<file path="src/rtl/apb_slv_pkg.sv">
// Shared types and constants for the APB slave register block.
package apb_slv_pkg;

  typedef enum logic {
    IDLE   = 1'b0,
    ACCESS = 1'b1
  } apb_state_e;

  localparam logic [31:0] APB_SLV_ID_DEFAULT = 32'hA0B1_0001;

  // The wait counter must hold WAIT_CYCLES, but is never narrower than one bit.
  function automatic int cnt_width(input int wait_cycles);
    return (wait_cycles > 0) ? $clog2(wait_cycles + 1) : 1;
  endfunction

endpackage

</file>
<file path="src/rtl/apb_slave_regs_if.sv">
// APB bus bundle between a bridge (master) and the register slave.
interface apb_slave_regs_if #(
  parameter int ADDR_WIDTH = 32,
  parameter int DATA_WIDTH = 32
) ();

  logic                  PSEL;
  logic                  PENABLE;
  logic [ADDR_WIDTH-1:0] PADDR;
  logic                  PWRITE;
  logic [DATA_WIDTH-1:0] PWDATA;
  logic [DATA_WIDTH-1:0] PRDATA;
  logic                  PREADY;
  logic                  PSLVERR;

  modport master (
    output PSEL, PENABLE, PADDR, PWRITE, PWDATA,
    input  PRDATA, PREADY, PSLVERR
  );

  modport slave (
    input  PSEL, PENABLE, PADDR, PWRITE, PWDATA,
    output PRDATA, PREADY, PSLVERR
  );

endinterface

</file>
<file path="src/rtl/apb_slv_regfile.sv">
// Word register array with one write port and a read mux; entry 0 is a constant ID.
module apb_slv_regfile
  import apb_slv_pkg::*;
#(
  parameter int                    DATA_WIDTH = 32,
  parameter int                    NUM_REGS   = 16,
  parameter logic [DATA_WIDTH-1:0] ID_VALUE   = DATA_WIDTH'(APB_SLV_ID_DEFAULT),
  localparam int                   IDX_W      = $clog2(NUM_REGS)
) (
  input  logic                  PCLK,
  input  logic                  PRESET,
  input  logic                  we_i,
  input  logic [IDX_W-1:0]      addr_i,
  input  logic [DATA_WIDTH-1:0] wdata_i,
  output logic [DATA_WIDTH-1:0] rdata_o
);

  logic [DATA_WIDTH-1:0] regs_q [NUM_REGS];

  // Slot 0 is never written; it reads back as ID_VALUE.
  always_ff @(posedge PCLK or posedge PRESET) begin
    if (PRESET) begin
      for (int i = 0; i < NUM_REGS; i++) begin
        regs_q[i] <= '0;
      end
    end else if (we_i && (addr_i != '0)) begin
      regs_q[addr_i] <= wdata_i;
    end
  end

  assign rdata_o = (addr_i == '0) ? ID_VALUE : regs_q[addr_i];

endmodule

</file>
<file path="src/rtl/apb_slave_regs.sv">
// APB slave with NUM_REGS word registers and WAIT_CYCLES wait states per access.
// Optional macro APB_SLV_PSLVERR_EN enables PSLVERR on bad address / register-0 writes.
module apb_slave_regs
  import apb_slv_pkg::*;
#(
  parameter int                    ADDR_WIDTH  = 32,
  parameter int                    DATA_WIDTH  = 32,
  parameter int                    NUM_REGS    = 16,
  parameter int                    WAIT_CYCLES = 2,
  parameter logic [DATA_WIDTH-1:0] ID_VALUE    = DATA_WIDTH'(APB_SLV_ID_DEFAULT)
) (
  input  logic            PCLK,
  input  logic            PRESET,
  apb_slave_regs_if.slave apb
);

  localparam int IDX_W  = $clog2(NUM_REGS);
  localparam int HI_LSB = IDX_W + 2;
  localparam int CNT_W  = cnt_width(WAIT_CYCLES);
  localparam logic [CNT_W-1:0] WAIT_LD = CNT_W'(WAIT_CYCLES);

  apb_state_e            state_q;
  logic [CNT_W-1:0]      cnt_q;
  logic                  pready_q;
  logic                  wr_q;
  logic                  oor_q;
  logic [IDX_W-1:0]      idx_q;
  logic [DATA_WIDTH-1:0] wdata_q;

  logic [ADDR_WIDTH-1:0] paddr_hi;
  logic                  oor_d;
  logic                  setup;
  logic                  complete;
  logic                  we;
  logic [DATA_WIDTH-1:0] rdata;

  // Any address bit above the word index, or a non word-aligned byte offset, is out of range.
  assign paddr_hi = apb.PADDR >> HI_LSB;
  assign oor_d    = (|paddr_hi) || (|apb.PADDR[1:0]);
  assign setup    = (state_q == IDLE) && apb.PSEL && !apb.PENABLE;
  assign complete = (state_q == ACCESS) && apb.PSEL && apb.PENABLE && pready_q;
  assign we       = complete && wr_q && !oor_q;

  // PREADY is kept as a register that rises exactly when the counter reaches zero.
  always_ff @(posedge PCLK or posedge PRESET) begin
    if (PRESET) begin
      state_q  <= IDLE;
      cnt_q    <= '0;
      pready_q <= 1'b0;
      wr_q     <= 1'b0;
      oor_q    <= 1'b0;
    end else begin
      case (state_q)
        IDLE: begin
          pready_q <= 1'b0;
          if (setup) begin
            state_q  <= ACCESS;
            cnt_q    <= WAIT_LD;
            pready_q <= (WAIT_CYCLES == 0);
            wr_q     <= apb.PWRITE;
            oor_q    <= oor_d;
          end
        end
        ACCESS: begin
          if (!apb.PSEL) begin
            state_q  <= IDLE;
            cnt_q    <= '0;
            pready_q <= 1'b0;
          end else if (complete) begin
            state_q  <= IDLE;
            pready_q <= 1'b0;
          end else if (cnt_q != '0) begin
            cnt_q    <= cnt_q - 1'b1;
            pready_q <= (cnt_q == CNT_W'(1));
          end
        end
        default: begin
          state_q  <= IDLE;
          pready_q <= 1'b0;
        end
      endcase
    end
  end

  always_ff @(posedge PCLK) begin
    if (setup) begin
      idx_q   <= apb.PADDR[IDX_W+1:2];
      wdata_q <= apb.PWDATA;
    end
  end

  apb_slv_regfile #(
    .DATA_WIDTH (DATA_WIDTH),
    .NUM_REGS   (NUM_REGS),
    .ID_VALUE   (ID_VALUE)
  ) u_regfile (
    .PCLK    (PCLK),
    .PRESET  (PRESET),
    .we_i    (we),
    .addr_i  (idx_q),
    .wdata_i (wdata_q),
    .rdata_o (rdata)
  );

  assign apb.PREADY = pready_q;
  assign apb.PRDATA = (pready_q && !wr_q && !oor_q) ? rdata : '0;

`ifdef APB_SLV_PSLVERR_EN
  assign apb.PSLVERR = pready_q && (oor_q || (wr_q && (idx_q == '0)));
`else
  assign apb.PSLVERR = 1'b0;
`endif

endmodule

</file>
<file path="src/flat_wrapper.sv">
// flat-port wrapper written by rule: the top's interface ports become plain ports
module apb_slave_regs_flat import apb_slv_pkg::*;
#(
  parameter int                    ADDR_WIDTH  = 32,
  parameter int                    DATA_WIDTH  = 32,
  parameter int                    NUM_REGS    = 16,
  parameter int                    WAIT_CYCLES = 2,
  parameter logic [DATA_WIDTH-1:0] ID_VALUE    = DATA_WIDTH'(APB_SLV_ID_DEFAULT)
)
  (PCLK, PRESET, apb_PSEL, apb_PENABLE, apb_PADDR, apb_PWRITE, apb_PWDATA, apb_PRDATA, apb_PREADY, apb_PSLVERR);
  apb_slave_regs_if #(.ADDR_WIDTH(ADDR_WIDTH), .DATA_WIDTH(DATA_WIDTH)) apb_i ();
  input  logic PCLK;
  input  logic PRESET;
  input wire logic [$bits(apb_i.PSEL)-1:0] apb_PSEL;
  input wire logic [$bits(apb_i.PENABLE)-1:0] apb_PENABLE;
  input wire logic [$bits(apb_i.PADDR)-1:0] apb_PADDR;
  input wire logic [$bits(apb_i.PWRITE)-1:0] apb_PWRITE;
  input wire logic [$bits(apb_i.PWDATA)-1:0] apb_PWDATA;
  output wire logic [$bits(apb_i.PRDATA)-1:0] apb_PRDATA;
  output wire logic [$bits(apb_i.PREADY)-1:0] apb_PREADY;
  output wire logic [$bits(apb_i.PSLVERR)-1:0] apb_PSLVERR;
  assign apb_i.PSEL = apb_PSEL;
  assign apb_i.PENABLE = apb_PENABLE;
  assign apb_i.PADDR = apb_PADDR;
  assign apb_i.PWRITE = apb_PWRITE;
  assign apb_i.PWDATA = apb_PWDATA;
  assign apb_PRDATA = apb_i.PRDATA;
  assign apb_PREADY = apb_i.PREADY;
  assign apb_PSLVERR = apb_i.PSLVERR;
  apb_slave_regs #(.ADDR_WIDTH(ADDR_WIDTH), .DATA_WIDTH(DATA_WIDTH), .NUM_REGS(NUM_REGS), .WAIT_CYCLES(WAIT_CYCLES), .ID_VALUE(ID_VALUE)) u_core (.PCLK(PCLK), .PRESET(PRESET), .apb(apb_i));
endmodule
</file>
<file path="config.mk">
export PLATFORM = sky130hd
export DESIGN_NAME = apb_slave_regs_flat
export DESIGN_NICKNAME = d
export VERILOG_FILES = /design/src/rtl/apb_slv_pkg.sv /design/src/rtl/apb_slave_regs_if.sv /design/src/rtl/apb_slv_regfile.sv /design/src/rtl/apb_slave_regs.sv /design/src/flat_wrapper.sv
export SDC_FILE = /design/constraint.sdc
export NUM_CORES = 1
export LEC_CHECK = 0
export ABC_AREA = 1
export CAP_MARGIN = 20
export CORE_MARGIN = 4
export CORE_UTILIZATION = 41
export CTS_BUF_LIST = sky130_fd_sc_hd__clkbuf_4 sky130_fd_sc_hd__clkbuf_8
export CTS_CLUSTER_DIAMETER = 200
export DETAILED_ROUTE_END_ITERATION = 12
export HOLD_SLACK_MARGIN = 0.05
export MAX_ROUTING_LAYER = met4
export SKIP_LAST_GASP = 1
export SLEW_MARGIN = 20
export SYNTH_ARGS = -nofsm -noshare
export SYNTH_HDL_FRONTEND = slang
export SYNTH_SLANG_ARGS = --single-unit
</file>
<file path="constraint.sdc">
create_clock -name PCLK -period 19 [get_ports PCLK]
set_input_delay 5.7 -clock PCLK [delete_from_list [all_inputs] [get_ports PCLK]]
set_output_delay 5.7 -clock PCLK [all_outputs]
set_load 0.1 [all_outputs]
</file>
==> impl_results.md <==
- Status: complete, no violations
- Largest cells by area after synthesis: dfrtp_1, nand2_1, edfxtp_1, o21ai_0, nand3_1
- CTS clk-pin slew, worst paths: 0.06 ns
- #FFs+latches synth: 548
- Final Hold Vio Count: 0
- Clk Latency, worst-skew pair: 0.71 ns
- Layout Utilization: 0.477
- Routed length per instance: 19.3 um
- Setup WS post-layout: 7.90 ns
- Seq/Total Area, Yosys: 0.549
- Wire length on met1: 36300 um
- Peak supply drop: 50.0 uV
- Slowest-stage cell, CP: clkdlybuf4s50_1
- Clock Root Buffer: clkbuf_8
- Worst slack, placed: 8.65 ns
- DIE WIDTH: 256 um
- Worst path cell trace: buf_4 -> nand2_2 -> inv_4 -> buf_4 -> nand2_1 -> nand2_1 -> o21ai_0 -> nand2_1 -> nor2_1 -> nor2_1 -> clkdlybuf4s50_1
- Core box area: 60700 um^2
- Total grt overflow: 0
- IO Pins: 103
- Critical Path End Type: output port
- DR pass1 iterations: 5
- Sinks on Clock Net: 548
- Max Root-Sink Buffers: 3
- IO buf count: 101
- Total GRT Usage: 0.255
- Hold_ws: 0.376 ns
- Final antenna-violating net count: 0
- Post-Place Cells: 4079
- Nets: 3468
- Mapped Area: 25300 um^2
- Cell variety after synth: 31
- Global-route wire length before repair: 127000 um
- Layout cell share with drive strength beyond 1: 0.0799
- GPL Wtd Cong: 0.808
- Critical R2R Launch: u_core.idx_q[0]
- Number of max-cap violations: 0
- CTS-repair resized insts: 0
- Rows: 90
- Syn Nets: 3454
- Most frequent CP cell: nand2_1
- Reg-to-reg slack, setup: 14.32 ns
- Clk_skew: 0.0404 ns
- Setup TNS: 0 ns
- Fmax: 90.1 MHz
- CP delay by family, top: buffers and inverters
- Count leader, synth: nand2_1
- Hold depth: 0
- Highest routed layer: met4
- Critical Path Source Type: register
- Critical path data arrival time: 5.40 ns
- EDFF count, synth: 36
- Fillers: 5952
- Tightest Pin Transition: 1.14 ns
- Worst Hold Class: register to register
- R2R depth: 9
- Largest net degree at the start of global routing: 165
- Post-layout min period: 11.10 ns
- Area Growth Syn to Fin: 14.3%
- Final setup vio count: 0
- Post-route DRC: 0
- Dpl hpwl: 46000 um
- Metal3 WL: 6580 um
- CP required: 13.30 ns
- DR WL met2: 37000 um
- Delay of the slowest critical-path stage: 1.17 ns
- Via count: 21700
- Full die area: 65700 um^2
- Origin of the worst setup path: u_core.idx_q[0]
- Cts hold-fix bufs: 0
- Via density: 5.09
- WS Path Type: register to output port
- CP bufs+invs: 4
- Worst reg2reg path endpoint: u_core.u_regfile.regs_q[70]
- Slew Viols, Final: 0
- Vias in the first global route: 20800
- Average size of a mapped cell: 7.48 um^2
- Yosys warnings: 0
- Hold endpoint: u_core.u_regfile.regs_q[482]
- Worst Path Max Fanout: 77
- Drt initial violations: 2313
- Antenna violations before repair: 1
- Unrepaired setup endpoints after global routing: no
- CTS tree: done
- Post-synth top area cell: dfrtp_1
- Starting Density: 0.417
- Pwr Density: 85.4 nW/um^2
- CTS buffer count: 97
- # Post-CTS Setup Buffers: 0
- Slew margin rel.: 0.242
- Synth top area share: 0.506
- Routed WL: 82300 um
- Non-filler instance count after layout: 4264
- Mapped Cells: 3383
- P_leak: 0.0156 uW
- Synth top cells by count: nand2_1, dfrtp_1, o21ai_0, nand3_1, buf_2
- Final worst-path cycle share: 0.584
- Main synth FF type: dfrtp_1
- Asr flop ratio synth: 0.934
- Hold Crit Start: u_core.u_regfile.regs_q[482]
- Die H: 256 um
- H-tree Lvls: 3
[sequential cells by signal, indices dropped and copies added, names as in the netlist]
name	cells
u_core.apb.PREADY	1
u_core.cnt_q	2
u_core.idx_q	4
u_core.oor_q	1
u_core.state_q	1
u_core.u_regfile.regs_q	506
u_core.wdata_q	32
u_core.wr_q	1
[how the worst max path moves through the flow]
stage | to | slack, ns | depth (start not counted)
floorplan | u_core.apb.PREADY | 6.35 | 1
finish | apb_PRDATA[26] | 7.90 | 11
CTS | apb_PRDATA[26] | 7.87 | 11
global placement | apb_PRDATA[26] | 8.71 | 11
detailed placement | apb_PRDATA[26] | 8.65 | 11
global route | apb_PRDATA[26] | 7.62 | 11
[layout make-up]
class / instances / area (um^2) / share of cell area
flip-flops and latches: 548 / 13900 / 0.480
repair buffers: 150 / 1460 / 0.0504
clock buffers: 158 / 1970 / 0.0682
multi-input cells: 2542 / 10200 / 0.353
clock inverters: 22 / 159 / 0.00549
inverters: 58 / 230 / 0.00796
well taps: 782 / 978 / 0.0338
diodes: 4 / 10.0 / 0.000346
[layer usage]
| layer | GRT usage | vias up |
|---|---|---|
| met5 | - | - |
| met4 | 0.0896 | 0 |
| met3 | 0.0437 | 156 |
| met2 | 0.387 | 889 |
| met1 | 0.350 | 10300 |
| li1 | - | 10400 |
[stage by stage]
stage / area [um^2] / power (uW)
floorplan: 25300 / 1260
global placement: 26700 / 1310
detailed placement: 26800 / 1310
CTS: 28900 / 2490
global route: 28900 / 2550
finish: 28900 / 2470
[where the power goes]
| group | switching (uW) | leakage, uW | total, uW | internal, uW |
|---|---|---|---|---|
| registers | 14.8 | 0.00748 | 1200 | 1180 |
| clock network | 510 | 0.00113 | 1180 | 671 |
| logic | 68.4 | 0.00697 | 88.7 | 20.3 |
| total | 594 | 0.0156 | 2470 | 1880 |
[worst register-to-register path, delay by kind of cell (launching register included)]
family | cells | cell delay (ns)
flip-flops | 1 | 0.32
buffers and inverters | 5 | 2.77
AND/OR/NAND/NOR | 4 | 1.50
[logic make-up after synthesis]
family / Yosys count / synth area share
AND/OR/NAND/NOR: 2375 / 0.368
multiplexers: 1 / 0.000396
AO/OA/AOI/OAI: 163 / 0.0322
flip-flops: 548 / 0.549
other: 1 / 0.000148
adder cells (fa/ha/maj): 2 / 0.000989
buffers and inverters: 293 / 0.0490
[placed cells by master, fill, tap and decap left out, drive strengths merged]
cell type / instances
clkinv: 18
a21oi: 29
conb: 1
buf: 49
clkbuf: 158
o21ai: 134
mux2i: 1
nand4: 6
bufinv: 1
nor4: 1
nand3: 109
edfxtp: 36
dfrtp: 512
clkinvlp: 6
diode: 4
ha: 2
inv: 55
nor3: 14
or2: 1
nor2: 86
clkdlybuf4s50: 101
nand3b: 1
nand2: 2157
Power figures use the tool's default switching activity.
